===== config.mk =====
export PLATFORM = sky130hd
export DESIGN_NAME = game_screen_sequencer_flat
export DESIGN_NICKNAME = d
export VERILOG_FILES = /design/src/rtl/game_seq_pkg.sv /design/src/rtl/game_screen_sequencer_if.sv /design/src/rtl/screen_fader.sv /design/src/rtl/game_screen_sequencer.sv /design/src/flat_wrapper.sv
export SDC_FILE = /design/constraint.sdc
export NUM_CORES = 1
export LEC_CHECK = 0
export BUFFER_PORTS_ARGS = -buffer_cell sky130_fd_sc_hd__buf_2
export CORE_UTILIZATION = 48
export CTS_CLUSTER_SIZE = 25
export DETAILED_ROUTE_END_ITERATION = 10
export PLACE_DENSITY_LB_ADDON = 0.15
export SETUP_SLACK_MARGIN = 0.05
export SYNTH_ARGS = -nofsm -noshare
export SYNTH_HDL_FRONTEND = slang
export SYNTH_SLANG_ARGS = --single-unit

===== constraint.sdc =====
create_clock -name clk_100MHz -period 3.1 [get_ports clk_100MHz]
set_input_delay 0 -clock clk_100MHz [delete_from_list [all_inputs] [get_ports clk_100MHz]]
set_output_delay 0 -clock clk_100MHz [all_outputs]
set_load 0.05 [all_outputs]

===== src/rtl/game_seq_pkg.sv =====
// Shared encodings and widths for the game screen sequencer.
// Build option: GAME_SEQ_FADE_EN enables the per-state fade-in (see screen_fader).
package game_seq_pkg;

    localparam int STATE_W = 3;
    localparam int LEVEL_W = 4;
    localparam int LIVES_W = 3;

    localparam logic [STATE_W-1:0] TITLE       = 3'd0;
    localparam logic [STATE_W-1:0] PLAYING     = 3'd1;
    localparam logic [STATE_W-1:0] LEVEL_CLEAR = 3'd2;
    localparam logic [STATE_W-1:0] WIN         = 3'd3;
    localparam logic [STATE_W-1:0] GAME_OVER   = 3'd4;

    typedef enum logic [STATE_W-1:0] {
        S_TITLE       = TITLE,
        S_PLAYING     = PLAYING,
        S_LEVEL_CLEAR = LEVEL_CLEAR,
        S_WIN         = WIN,
        S_GAME_OVER   = GAME_OVER
    } state_e;

    // Lives never wrap below zero.
    function automatic logic [LIVES_W-1:0] lives_dec(input logic [LIVES_W-1:0] v);
        return (v == '0) ? v : v - LIVES_W'(1);
    endfunction

endpackage


===== src/rtl/game_screen_sequencer_if.sv =====
// Video timing, game events, screen sources and sequencer outputs bundled as one bus.
// The sequencer is the slave; whoever drives timing/events/pixels is the master.
interface game_screen_sequencer_if #(parameter int RGB_W = 12);
    import game_seq_pkg::*;

    logic               p_tick;
    logic               frame_tick;
    logic               video_on;
    logic               game_start;
    logic               pause;
    logic               wave_clear;
    logic               player_hit;
    logic [RGB_W-1:0]   title_rgb;
    logic [RGB_W-1:0]   game_rgb;
    logic [RGB_W-1:0]   clear_rgb;
    logic [RGB_W-1:0]   win_rgb;
    logic [RGB_W-1:0]   over_rgb;
    logic [RGB_W-1:0]   rgb;
    logic [STATE_W-1:0] state;
    logic [LEVEL_W-1:0] level;
    logic [LIVES_W-1:0] lives;
    logic               freeze;
    logic               game_reset;

    modport master (
        output p_tick, frame_tick, video_on, game_start, pause, wave_clear, player_hit,
        output title_rgb, game_rgb, clear_rgb, win_rgb, over_rgb,
        input  rgb, state, level, lives, freeze, game_reset
    );

    modport slave (
        input  p_tick, frame_tick, video_on, game_start, pause, wave_clear, player_hit,
        input  title_rgb, game_rgb, clear_rgb, win_rgb, over_rgb,
        output rgb, state, level, lives, freeze, game_reset
    );

endinterface


===== src/rtl/screen_fader.sv =====
// Fade-in for the composited screen: each R/G/B slice is shifted right by a 2-bit step
// that reloads to 3 on every state change and steps down once per 8 unpaused frames.
module screen_fader
    import game_seq_pkg::*;
#(
    parameter int RGB_W = 12
) (
    input  logic               clk_100MHz,
    input  logic               reset,
    input  logic               frame_tick,
    input  logic               pause,
    input  logic [STATE_W-1:0] state,
    input  logic [RGB_W-1:0]   pix_in,
    output logic [RGB_W-1:0]   pix_out
);

    localparam int SLICE_W = RGB_W / 3;

    logic [STATE_W-1:0] last_state;
    logic [1:0]         step_q;
    logic [2:0]         div_q;

    always_ff @(posedge clk_100MHz) begin
        if (reset) begin
            last_state <= TITLE;
            step_q     <= 2'd0;
            div_q      <= 3'd7;
        end else begin
            last_state <= state;
            if (state != last_state) begin
                step_q <= 2'd3;
                div_q  <= 3'd7;
            end else if (frame_tick && !pause) begin
                if (div_q == 3'd0) begin
                    div_q <= 3'd7;
                    if (step_q != 2'd0)
                        step_q <= step_q - 2'd1;
                end else begin
                    div_q <= div_q - 3'd1;
                end
            end
        end
    end

    always_comb begin
        pix_out = '0;
        for (int i = 0; i < 3; i++)
            pix_out[i*SLICE_W +: SLICE_W] = pix_in[i*SLICE_W +: SLICE_W] >> step_q;
    end

endmodule


===== src/rtl/game_screen_sequencer.sv =====
// Frame-synchronous game-flow FSM (levels, lives, clear banner) and registered, blanked
// screen compositor. Optional GAME_SEQ_FADE_EN inserts screen_fader before blanking.
//
//   state       | meaning
//   ------------+------------------------------------------------------------
//   TITLE       | title screen, waits for game_start at a frame boundary
//   PLAYING     | gameplay; hit/clear events latched, evaluated per frame
//   LEVEL_CLEAR | banner shown for CLEAR_FRAMES unpaused frames
//   WIN         | all levels cleared, held until game_start drops
//   GAME_OVER   | lives exhausted, held until game_start drops
module game_screen_sequencer
    import game_seq_pkg::*;
#(
    parameter int RGB_W        = 12,
    parameter int LEVELS       = 3,
    parameter int LIVES        = 3,
    parameter int CLEAR_FRAMES = 120
) (
    input  logic                   clk_100MHz,
    input  logic                   reset,
    game_screen_sequencer_if.slave bus
);

    state_e             state_q;
    logic [LEVEL_W-1:0] level_q;
    logic [LIVES_W-1:0] lives_q;
    logic [7:0]         timer_q;
    logic               hit_flag;
    logic               clear_flag;
    logic               game_reset_q;
    logic [RGB_W-1:0]   rgb_q;

    logic               hit_now;
    logic               clear_now;
    logic [LIVES_W-1:0] lives_after_hit;
    logic [RGB_W-1:0]   mux_rgb;
    logic [RGB_W-1:0]   shown_rgb;

    // A pulse landing on the frame_tick cycle itself still counts for this frame.
    always_comb begin
        hit_now         = hit_flag | bus.player_hit;
        clear_now       = clear_flag | bus.wave_clear;
        lives_after_hit = hit_now ? lives_dec(lives_q) : lives_q;
    end

    always_ff @(posedge clk_100MHz) begin
        if (reset) begin
            state_q      <= S_TITLE;
            level_q      <= '0;
            lives_q      <= LIVES_W'(LIVES);
            timer_q      <= '0;
            hit_flag     <= 1'b0;
            clear_flag   <= 1'b0;
            game_reset_q <= 1'b0;
        end else begin
            game_reset_q <= 1'b0;
            if (state_q == S_PLAYING) begin
                if (bus.player_hit) hit_flag   <= 1'b1;
                if (bus.wave_clear) clear_flag <= 1'b1;
            end
            if (bus.frame_tick) begin
                hit_flag   <= 1'b0;
                clear_flag <= 1'b0;
                case (state_q)
                    S_TITLE: begin
                        if (bus.game_start) begin
                            state_q      <= S_PLAYING;
                            level_q      <= '0;
                            lives_q      <= LIVES_W'(LIVES);
                            game_reset_q <= 1'b1;
                        end
                    end
                    S_PLAYING: begin
                        if (!bus.game_start) begin
                            state_q <= S_TITLE;
                        end else begin
                            lives_q <= lives_after_hit;
                            if (hit_now && lives_after_hit == '0) begin
                                state_q <= S_GAME_OVER;
                            end else if (clear_now) begin
                                state_q <= S_LEVEL_CLEAR;
                                timer_q <= 8'(CLEAR_FRAMES - 1);
                            end
                        end
                    end
                    S_LEVEL_CLEAR: begin
                        if (!bus.game_start) begin
                            state_q <= S_TITLE;
                        end else if (!bus.pause) begin
                            if (timer_q != 8'd0) begin
                                timer_q <= timer_q - 8'd1;
                            end else if (level_q == LEVEL_W'(LEVELS - 1)) begin
                                state_q <= S_WIN;
                            end else begin
                                level_q      <= level_q + LEVEL_W'(1);
                                state_q      <= S_PLAYING;
                                game_reset_q <= 1'b1;
                            end
                        end
                    end
                    S_WIN, S_GAME_OVER: begin
                        if (!bus.game_start)
                            state_q <= S_TITLE;
                    end
                    default: state_q <= S_TITLE;
                endcase
            end
        end
    end

    always_comb begin
        mux_rgb = '0;
        case (state_q)
            S_TITLE:       mux_rgb = bus.title_rgb;
            S_PLAYING:     mux_rgb = bus.game_rgb;
            S_LEVEL_CLEAR: mux_rgb = bus.clear_rgb;
            S_WIN:         mux_rgb = bus.win_rgb;
            S_GAME_OVER:   mux_rgb = bus.over_rgb;
            default:       mux_rgb = '0;
        endcase
    end

`ifdef GAME_SEQ_FADE_EN
    screen_fader #(.RGB_W(RGB_W)) u_screen_fader (
        .clk_100MHz (clk_100MHz),
        .reset      (reset),
        .frame_tick (bus.frame_tick),
        .pause      (bus.pause),
        .state      (state_q),
        .pix_in     (mux_rgb),
        .pix_out    (shown_rgb)
    );
`else
    assign shown_rgb = mux_rgb;
`endif

    always_ff @(posedge clk_100MHz) begin
        if (reset)
            rgb_q <= '0;
        else if (bus.p_tick)
            rgb_q <= bus.video_on ? shown_rgb : '0;
    end

    assign bus.rgb        = rgb_q;
    assign bus.state      = state_q;
    assign bus.level      = level_q;
    assign bus.lives      = lives_q;
    assign bus.game_reset = game_reset_q;
    assign bus.freeze     = (state_q != S_PLAYING) | bus.pause | ~bus.game_start;

endmodule


===== src/flat_wrapper.sv =====
// flat-port wrapper written by rule: the top's interface ports become plain ports
module game_screen_sequencer_flat import game_seq_pkg::*;
#(
    parameter int RGB_W        = 12,
    parameter int LEVELS       = 3,
    parameter int LIVES        = 3,
    parameter int CLEAR_FRAMES = 120
)
  (clk_100MHz, reset, bus_p_tick, bus_frame_tick, bus_video_on, bus_game_start, bus_pause, bus_wave_clear, bus_player_hit, bus_title_rgb, bus_game_rgb, bus_clear_rgb, bus_win_rgb, bus_over_rgb, bus_rgb, bus_state, bus_level, bus_lives, bus_freeze, bus_game_reset);
  game_screen_sequencer_if #(.RGB_W(RGB_W)) bus_i ();
  input  logic clk_100MHz;
  input  logic reset;
  input wire logic [$bits(bus_i.p_tick)-1:0] bus_p_tick;
  input wire logic [$bits(bus_i.frame_tick)-1:0] bus_frame_tick;
  input wire logic [$bits(bus_i.video_on)-1:0] bus_video_on;
  input wire logic [$bits(bus_i.game_start)-1:0] bus_game_start;
  input wire logic [$bits(bus_i.pause)-1:0] bus_pause;
  input wire logic [$bits(bus_i.wave_clear)-1:0] bus_wave_clear;
  input wire logic [$bits(bus_i.player_hit)-1:0] bus_player_hit;
  input wire logic [$bits(bus_i.title_rgb)-1:0] bus_title_rgb;
  input wire logic [$bits(bus_i.game_rgb)-1:0] bus_game_rgb;
  input wire logic [$bits(bus_i.clear_rgb)-1:0] bus_clear_rgb;
  input wire logic [$bits(bus_i.win_rgb)-1:0] bus_win_rgb;
  input wire logic [$bits(bus_i.over_rgb)-1:0] bus_over_rgb;
  output wire logic [$bits(bus_i.rgb)-1:0] bus_rgb;
  output wire logic [$bits(bus_i.state)-1:0] bus_state;
  output wire logic [$bits(bus_i.level)-1:0] bus_level;
  output wire logic [$bits(bus_i.lives)-1:0] bus_lives;
  output wire logic [$bits(bus_i.freeze)-1:0] bus_freeze;
  output wire logic [$bits(bus_i.game_reset)-1:0] bus_game_reset;
  assign bus_i.p_tick = bus_p_tick;
  assign bus_i.frame_tick = bus_frame_tick;
  assign bus_i.video_on = bus_video_on;
  assign bus_i.game_start = bus_game_start;
  assign bus_i.pause = bus_pause;
  assign bus_i.wave_clear = bus_wave_clear;
  assign bus_i.player_hit = bus_player_hit;
  assign bus_i.title_rgb = bus_title_rgb;
  assign bus_i.game_rgb = bus_game_rgb;
  assign bus_i.clear_rgb = bus_clear_rgb;
  assign bus_i.win_rgb = bus_win_rgb;
  assign bus_i.over_rgb = bus_over_rgb;
  assign bus_rgb = bus_i.rgb;
  assign bus_state = bus_i.state;
  assign bus_level = bus_i.level;
  assign bus_lives = bus_i.lives;
  assign bus_freeze = bus_i.freeze;
  assign bus_game_reset = bus_i.game_reset;
  game_screen_sequencer #(.RGB_W(RGB_W), .LEVELS(LEVELS), .LIVES(LIVES), .CLEAR_FRAMES(CLEAR_FRAMES)) u_core (.clk_100MHz(clk_100MHz), .reset(reset), .bus(bus_i));
endmodule

==> flow_summary.ini, run 1 <==
[run_status]
status = complete, no violations

[global_routing]
grtUsageMet2_pct = 38.7
gr-usage-met3_pct = 4.65
grt_max_degree = 35
grtUsageMet1_pct = 37.9
grt_first_pass_wirelength_microns = 10200
antenna_found_initial = 0
grt.overflow.total = 0
grt_pass1_vias = 2163
gr-usage-all-layers_pct = 25.9
grt_busiest_layer = met2

[critical_path]
critPathRequiredTime_ns = 3.27
criticalPathCategory = flop to flop
crit_slowest_cell = a2111oi_4
cpMostUsedCell = ha_1
worstPathArrival_ns = 2.60
cp_top_family = compound AO/OA/AOI/OAI gates
path_buf_inv = 1
r2r_cells = 7
worst-path-stages = 7
critPathMaxFanout = 4
rrSetupSlack_ns = 0.67
critical-path-max-stage-delay_ns = 0.46
crit_path_end_kind = flop
path_cells = inv_1 > ha_1 > ha_1 > nor4bb_1 > o22ai_1 > a2111oi_4 > mux2_1
r2r_end = u_core.bus.state[1]
critPathLaunchType = flop
r2r_start = u_core.bus.lives[0]

[sta]
setup_violations = 0
min_period_over_period_pct = 78.4
tns_ns = 0
maxSlewHeadroom_pct = 44.7
fmax_mhz = 412
drv_slew = 0
fin_crit_ns = 2.43
hold_violations = 0
tightestPinTransition_ns = 0.828
skew_ns = 0.00397
rsz0062_at_grt = false

[worst_hold_path]
hold_class = primary input to flop
min_from = bus_wave_clear
min_to = u_core.clear_flag
min_path_cells = 3

[die]
num_rows = 24
core_sq_um = 4380
die_x_microns = 69.7
initial_core_util_pct = 50.2
dieHeight_microns = 69.7
ios = 93
die-area_sq_um = 4860

[synth]
synth.distinct_cells = 50
synthFlopType = dfxtp_1
synth_top_area_share_pct = 30.0
synthArstFlopShare_pct = 0
syn_area_sq_um = 2200
synth_fp_nets = 352
synth_warnings = 0
avgSynthCellArea_sq_um = 7.95
yosys.area.top_type = dfxtp_1
ys_top_cells_by_area = dfxtp_1, a22oi_1, mux2_2, nor2_1, a21oi_1
ys_seq_area_share_pct = 30.0
synthCells = 277
synth_edf_count = 0
ys_ff_latch = 33

[routing]
first_pass_iters = 5
via_per_inst = 5.73
wl_per_cell_microns = 14.5
ant_nets = 0
post-route-drc-count = 0
num_vias = 2371
drt-initial-drc-count = 178
routed_wl_microns = 6000

[place]
finalWeightedCongestion = 0.883
port_buffers = 92
hpwlAfterDp_microns = 4500
place_inst = 405

[layout]
final_cells = 414
area_growth_pct = 27.1
seqCellArea_sq_um = 661
n_antenna_cell = 0
mostFrequentLayoutCells = buf_2, nor2_1, dfxtp_1
multi_input_area_sq_um = 1420
finish.utilization_pct = 63.8
n_fill_cell = 429
final_common_cell = buf_2
final_nets = 436
final_layout_size_suffix_gt1_share_pct = 32.6

[pwr]
p_leak_nw = 1.24
ir_drop_mv = 0.338
power_density_nw_per_um2 = 404

[clock_network]
cts_root_buf = clkbuf_8
post_cts_resized = 0
htreeDepth = 2
cts_buffer_depth = 2
cts_tree = built
clkTransAtPathRegs_ns = 0.07
cts_hold_buffers = 1
cts_buffers = 5
cts.sinks = 33
post_cts.repair.setup_buffers = 0
insertion_delay_ns = 0.29

[job]
maxCapViolations = 0
-- kinds of logic after synthesis --
family                     Yosys count  synth area share, %
DFF                                 33                 30.0
and+or+nand+nor                     99                 24.6
adders and majority gates            6                 3.41
muxes                               14                 7.10
xor gates and xnor gates             2                0.796
buffers and inverters               30                 5.34
AOI/OAI and AO/OA                   93                 28.8
-- metal layers --
| metal | up-vias | wire (microns) |
|---|---|---|
| met5 | - | 0 |
| met4 | 0 | 84 |
| met3 | 9 | 389 |
| met2 | 91 | 2760 |
| met1 | 1078 | 2770 |
| li1 | 1193 | - |
-- registers in the layout (all words and copies together) (netlist names) --
| signal | cells |
|---|---|
| u_core.bus.game_reset | 1 |
| u_core.bus.level | 4 |
| u_core.bus.lives | 3 |
| u_core.bus.rgb | 12 |
| u_core.bus.state | 3 |
| u_core.clear_flag | 1 |
| u_core.hit_flag | 1 |
| u_core.timer_q | 8 |
-- power breakdown --
part           internal [mW]  switching, mW
Sequential             0.437         0.0123
Combinational          0.115          0.156
Clock                  0.240          0.169
-- synthesized netlist by cell type, types with 4 or more instances --
master and count:
clkbuf_1 12, nand2_1 10, nor3_1 5, o21ai_0 8, nor2_1 33, a21oi_1 24
ha_1 6, a22oi_1 25, dfxtp_1 33, inv_1 11, nor2b_1 17, mux2_2 12
and3_1 4, buf_2 4, o22ai_1 13
-- worst register-to-register path, stage by stage (launching register included) --
cell and delay (ns):
dfxtp_1 0.36, inv_1 0.09, ha_1 0.22, ha_1 0.22
nor4bb_1 0.38, o22ai_1 0.22, a2111oi_4 0.46, mux2_1 0.36
-- worst max-delay path by stage --
stage,endpoint,startpoint,slack [ns]
2_1_floorplan,u_core.bus.state[1],u_core.bus.lives[0],0.51
3_5_place_dp,u_core.bus.state[1],u_core.bus.lives[0],0.70
4_1_cts,u_core.bus.state[1],u_core.bus.lives[0],0.67
5_1_grt,u_core.bus.lives[1],u_core.bus.state[0],0.48
3_3_place_gp,u_core.timer_q[3],u_core.bus.lives[0],0.81
6_report,u_core.bus.state[1],u_core.bus.lives[0],0.67
-- layout make-up --
cell class              count  share of cell area, %
flip-flops and latches     33                   23.6
multi-input cells         214                   50.9
inverters                  11                   1.48
clock buffers               5                   2.46
clock inverters             3                   1.65
repair buffers             96                   17.6
well taps                  52                   2.32
-- per-stage QoR --
step | area, sq um | total power, mW | hold slack, ns | worst slack [ns]
global placement | 2670 | 0.724 | 0.240 | 0.808
global route | 2800 | 1.18 | 0.0778 | 0.476
CTS | 2800 | 1.14 | 0.0322 | 0.673
floorplan | 2200 | 0.640 | 0.0793 | 0.506
detailed placement | 2670 | 0.728 | 0.253 | 0.696
finish | 2800 | 1.13 | 0.0318 | 0.670
(Power assumes the default switching activity.)
==> inputs of run 2 (changes only) <==
CORE_UTILIZATION = 43   (was 48)
clock period = 2.1 ns   (was 3.1 ns; I/O delays follow)
==> run 2 against run 1 <==
Effect of this change: the flow now finishes with violations (negative setup slack); sequential share of layout area decreased by 1.3 points; first-iteration DRC count decreased by 19%; setup slack got worse by 0.69 ns; highest routed layer unchanged; final cell count increased by 7.5%; non-clock buffer count increased by 16; die area increased by 11%; critical path depth increased by 1; largest power group unchanged; hold slack improved by 0.012 ns; combinational power increased by 58%; clock power increased by 11%; power increased by 37%.
==> flow_summary.ini, run 2 (synthesis results as in run 1) <==
[pwr]
ir_drop_mv = 0.410
intPower_mw = 1.06
swShare_pct = 31.1
p_sw_mw = 0.480
pwr-share-clk_pct = 29.4
p_seq_share_pct = 42.9
p_total_mw = 1.54
p_leak_nw = 1.31
power_density_nw_per_um2 = 513
power_frac_comb_pct = 27.7

[critical_path]
endpoint = u_core.bus.state[1]
path_cells = inv_2 > ha_4 > inv_2 > ha_4 > nor4bb_4 > o22ai_2 > a2111oi_4 > mux2_1
cp_top_family = compound AO/OA/AOI/OAI gates
worstPathArrival_ns = 2.29
criticalPathCategory = flop to flop
r2r_end = u_core.bus.state[1]
r2r_start = u_core.bus.lives[1]
critPathRequiredTime_ns = 2.27
crit_slowest_cell = a2111oi_4
critPathMaxFanout = 4
critPathLaunchType = flop
r2r_cells = 8
crit_path_end_kind = flop
critical-path-max-stage-delay_ns = 0.41
cp-startpoint = u_core.bus.lives[1]
path_buf_inv = 2
rrSetupSlack_ns = -0.02
worst-path-stages = 8

[run_status]
violations = negative setup slack
status = finished, violations left

[routing]
first_pass_iters = 4
wl_per_cell_microns = 14.1
num_vias = 2383
drt-initial-drc-count = 145
via_per_inst = 5.36
post-route-drc-count = 0
routed_wl_microns = 6260
ant_nets = 0

[sta]
hold_violations = 0
tightestPinTransition_ns = 0.546
rsz0062_at_grt = true
maxSlewHeadroom_pct = 63.3
fin_crit_ns = 2.12
min_period_over_period_pct = 101
tns_ns = -0.0181
setup_slack_ns = -0.0181
drv_slew = 0
fmax_mhz = 472
setup_violations = 1
skew_ns = 0.00656

[place]
finalWeightedCongestion = 0.870
hpwlAfterDp_microns = 4860
port_buffers = 92
place_inst = 436

[layout]
final_cells = 445
multi_input_area_sq_um = 1510
seqCellArea_sq_um = 672
final_common_cell = buf_2
largest_register_ffs = 12
mostFrequentLayoutCells = buf_2, nor2_1, dfxtp_1
n_fill_cell = 468
finish.utilization_pct = 62.5
n_antenna_cell = 0
area_growth_pct = 36.6
final_nets = 452
final_layout_size_suffix_gt1_share_pct = 39.9

[clock_network]
post_cts.repair.setup_buffers = 0
cts_root_buf = clkbuf_8
insertion_delay_ns = 0.28
cts_buffer_depth = 2
cts_tree = built
clkTransAtPathRegs_ns = 0.07
cts.sinks = 33
cts_buffers = 5
htreeDepth = 2

[job]
maxCapViolations = 0

[die]
initial_core_util_pct = 45.7
die-area_sq_um = 5410
num_rows = 25
dieHeight_microns = 73.6
ios = 93
die_x_microns = 73.6
core_sq_um = 4820

[global_routing]
grt_pass1_vias = 2184
gr-usage-all-layers_pct = 24.2
grt_first_pass_wirelength_microns = 10200
grt_max_degree = 34
grt.overflow.total = 0
antenna_found_initial = 0

[worst_hold_path]
hold_class = primary input to flop
## run 2: layer usage
| metal | share of wire [%] | GRT usage (%) | wire length (microns) |
|---|---|---|---|
| met1 | 47 | 33.7 | 2950 |
| met2 | 48 | 39.2 | 2990 |
| met5 | 0 | 0 | 0 |
| met4 | 0.50 | 5.77 | 31 |
| met3 | 4.6 | 3.43 | 286 |
## run 2: worst min path at each step
stage               slack [ns]  depth (start not counted)                end      startpoint
finish                    0.04                          3  u_core.clear_flag  bus_wave_clear
global route              0.06                          3  u_core.clear_flag  bus_wave_clear
CTS                       0.04                          3  u_core.clear_flag  bus_wave_clear
detailed placement        0.25                          2    u_core.hit_flag  bus_frame_tick
global placement          0.25                          2  u_core.clear_flag  bus_frame_tick
floorplan                 0.08                          1  u_core.clear_flag  bus_frame_tick
## run 2: power by group through the flow
stage,registers (mW),logic [mW],clock network [mW]
finish,0.662,0.428,0.454
global route,0.665,0.466,0.497
CTS,0.662,0.424,0.473
detailed placement,0.676,0.421,0
global placement,0.675,0.419,0
floorplan,0.722,0.224,0
## run 2: worst register-to-register path, stage by stage, from the launching register on
cell,delay [ns]
dfxtp_4,0.34
inv_2,0.06
ha_4,0.15
inv_2,0.04
ha_4,0.17
nor4bb_4,0.31
o22ai_2,0.17
a2111oi_4,0.41
mux2_1,0.35
## run 2: layout make-up
cell class              count  share of cell area (%)
flip-flops and latches     33                    22.3
multi-input cells         214                    50.3
well taps                  67                    2.79
clock inverters             2                   0.333
clock buffers               6                    2.41
repair buffers            112                    20.4
inverters                  11                    1.46
## run 2: per-stage QoR
stage          worst slack, ns  hold WS (ns)  area [sq um]
3_5_place_dp           -0.0517         0.252          2890
5_1_grt                 -0.119        0.0630          3010
2_1_floorplan          -0.0508        0.0793          2280
4_1_cts                 0.0100        0.0387          2990
6_report               -0.0181        0.0438          3010
3_3_place_gp          -0.00969         0.249          2890
## run 2: timing repair
item                       CTS  global route
hold endpoints to repair     2             0
resized for setup            1             4
hold buffers                 1             0
setup endpoints to repair    2            21
pin swaps                    3             2
==> inputs of run 3 (changes only) <==
--- a/config.mk
+++ b/config.mk
@@ -8,3 +8,3 @@
 export BUFFER_PORTS_ARGS = -buffer_cell sky130_fd_sc_hd__buf_2
-export CORE_UTILIZATION = 43
+export CORE_UTILIZATION = 44
 export CTS_CLUSTER_SIZE = 25
@@ -15,2 +15,3 @@
 export SYNTH_HDL_FRONTEND = slang
+export SYNTH_HIERARCHICAL = 1
 export SYNTH_SLANG_ARGS = --single-unit
--- a/constraint.sdc
+++ b/constraint.sdc
@@ -3,2 +3,2 @@
 set_output_delay 0 -clock clk_100MHz [all_outputs]
-set_load 0.05 [all_outputs]
+set_load 0.02 [all_outputs]
==> run 3 against run 2 <==
Effect of this change: the run still ends with negative setup slack left; sequential share of layout area shrank 0.26 points; die area shrank 1.1%; sequential cell count is the same; utilization grew 0.67 points; setup slack gained 0.011 ns; routed wire length shrank 2.0%; via count is the same; sequential power is essentially flat; synthesized cell count grew 1.8%; critical path type unchanged; largest cell class unchanged; largest power group unchanged.
==> flow_summary.ini, run 3 <==
[synth]
ys_seq_area_share_pct = 29.7
synthCells = 282
synth_warnings = 6
avgSynthCellArea_sq_um = 7.90
synth_fp_nets = 358
ys_ff_latch = 33
synthFlopType = dfxtp_1
post-synth-top-count-cell = dfxtp_1
synthArstFlopShare_pct = 0
synth_edf_count = 0
synth_common_cells = dfxtp_1, o21ai_0, mux2i_1
synth.distinct_cells = 44
ys_top_cells_by_area = dfxtp_1, mux2i_1, o21ai_0, a21oi_1, o211ai_1
syn_area_sq_um = 2230
yosys.area.top_type = dfxtp_1
synth_top_area_share_pct = 29.7

[critical_path]
path_buf_inv = 2
crit_path_end_kind = flop
critPathLaunchType = flop
cpMostUsedCell = ha_4
critPathMaxFanout = 4
r2r_cells = 9
r2r_start = u_core/bus.lives[0]
crit_slowest_cell = or3b_4
critical-path-max-stage-delay_ns = 0.37
worstPathArrival_ns = 2.32
rrSetupSlack_ns = -0.008
r2r_end = u_core/bus.state[0]
path_cells = inv_4 > ha_4 > ha_4 > or3b_4 > a211oi_2 > buf_4 > o2111ai_4 > or3_1 > a21oi_1
cp_top_family = simple AND/OR/NAND/NOR gates
critPathRequiredTime_ns = 2.31
criticalPathCategory = flop to flop

[pwr]
p_leak_nw = 1.21
intPower_mw = 1.17
power_frac_comb_pct = 19.1
p_seq_share_pct = 41.4
ir_drop_mv = 0.353
power_density_nw_per_um2 = 526
p_sw_mw = 0.421
swShare_pct = 26.5
pwr-share-clk_pct = 39.4

[layout]
final_layout_size_suffix_gt1_share_pct = 36.1
area_growth_pct = 35.7
final_nets = 454
mostFrequentLayoutCells = buf_2, o21ai_0, dfxtp_1
seqCellArea_sq_um = 667
n_fill_cell = 438
n_antenna_cell = 0
multi_input_area_sq_um = 1530
largest_register_ffs = 12
final_cells = 446
final_common_cell = buf_2

[clock_network]
cts_buffer_depth = 2
cts_hold_buffers = 0
cts_buffers = 5
cts.sinks = 33
insertion_delay_ns = 0.28
cts_root_buf = clkbuf_8
htreeDepth = 2
clkTransAtPathRegs_ns = 0.07
cts_tree = built

[routing]
num_vias = 2383
wl_per_cell_microns = 13.8
drt-initial-drc-count = 93
first_pass_iters = 4
post-route-drc-count = 0
routed_wl_microns = 6130
via_per_inst = 5.34
ant_nets = 0

[global_routing]
grt_pass1_vias = 2165
grt_first_pass_wirelength_microns = 9400
gr-usage-all-layers_pct = 22.2
grt.overflow.total = 0
antenna_found_initial = 0
grt_max_degree = 34

[sta]
tns_ns = -0.00752
fin_crit_ns = 2.11
setup_slack_ns = -0.00752
tightestPinTransition_ns = 0.816
hold_violations = 0
rsz0062_at_grt = true
maxSlewHeadroom_pct = 45.5
setup_violations = 1
drv_slew = 0
min_period_over_period_pct = 100
fmax_mhz = 474
skew_ns = 0.00407

[run_status]
status = finished, violations left
violations = negative setup slack

[worst_hold_path]
min_from = bus_frame_tick
hold_class = primary input to flop
min_to = u_core/hit_flag
min_path_cells = 2

[place]
place_ws_ns = -0.0546
hpwlAfterDp_microns = 4460
place_inst = 436
port_buffers = 92
finalWeightedCongestion = 0.893

[job]
maxCapViolations = 0

[die]
num_rows = 25
die_x_microns = 73.1
initial_core_util_pct = 46.5
core_sq_um = 4790
ios = 93
die-area_sq_um = 5350
dieHeight_microns = 73.1
==> run 3: changes by cell type after synthesis, moves of 10 or more <==
cell	before	now
nand2_1	10	24
nor2b_1	17	3
o211ai_1	1	13
o22ai_1	13	1
nand2b_1	3	13
mux2i_1	1	25
a22oi_1	25	0
nor2_1	33	14
o21ai_0	8	32
mux2_2	12	0
==> run 3: layer usage <==
layer	wire length (microns)	part of all wire (%)	global-route usage, %
met1	2690	44	27.5
met5	0	0	0
met2	3060	50	38.7
met3	352	5.7	5.52
met4	33	0.54	5.01
==> run 3: cells by family (layout without fill, tap and decap cells) <==
| group | after synthesis | count (layout) | synth area share [%] |
|---|---|---|---|
| simple gates | 96 | 96 | 23.4 |
| compound gates | 88 | 88 | 25.2 |
| flops | 33 | 33 | 29.7 |
| buf+inv | 30 | 127 | 5.45 |
| mux | 25 | 25 | 11.2 |
| fa+ha+maj | 7 | 7 | 3.93 |
| xor+xnor | 3 | 3 | 1.18 |
==> run 3: how the worst max path moves through the flow <==
| stage | start | endpoint | slack, ns | cells after the start |
|---|---|---|---|---|
| 2_1_floorplan | u_core/bus.lives[0] | u_core/bus.state[0] | 0.06 | 8 |
| 4_1_cts | u_core/bus.lives[0] | u_core/bus.state[0] | 0.02 | 9 |
| 3_3_place_gp | u_core/bus.lives[0] | u_core/bus.state[0] | 0.006 | 9 |
| 3_5_place_dp | u_core/bus.lives[0] | u_core/bus.state[0] | -0.05 | 9 |
| 5_1_grt | u_core/bus.lives[0] | u_core/bus.state[0] | -0.07 | 9 |
| 6_report | u_core/bus.lives[0] | u_core/bus.state[0] | -0.008 | 9 |
==> run 3: through the flow <==
stage / util (%) / area (sq um) / hold slack [ns] / total power [mW]
after floorplan: - / 2240 / 0.149 / 0.843
after global placement: 58.7 / 2810 / 0.291 / 0.963
after detailed placement: 58.7 / 2810 / 0.291 / 0.969
after CTS: 62.0 / 2970 / 0.00302 / 1.60
after global routing: 63.1 / 3020 / 0.0213 / 1.65
final: 63.1 / 3020 / 0.00661 / 1.59
==> run 3: cell type report <==
cell class,count,share of cell area (%)
tap,67,2.77
inverter,11,1.45
multi-input combinational,219,50.5
sequential,33,22.1
clock inverter,1,0.994
clock buffer,7,2.86
timing repair buffer,108,19.3
==> run 3: power by group through the flow <==
stage	combinational (mW)	sequential, mW	clock [mW]
after floorplan	0.149	0.694	0
after global placement	0.291	0.672	0
after detailed placement	0.296	0.672	0
after CTS	0.300	0.658	0.637
after global routing	0.333	0.661	0.657
final	0.304	0.659	0.627
==> run 3: what timing repair did <==
action,4_1_cts,5_1_grt
pin swaps,4,6
setup endpoints to repair,4,6
setup buffers,0,2
resized for setup,8,6
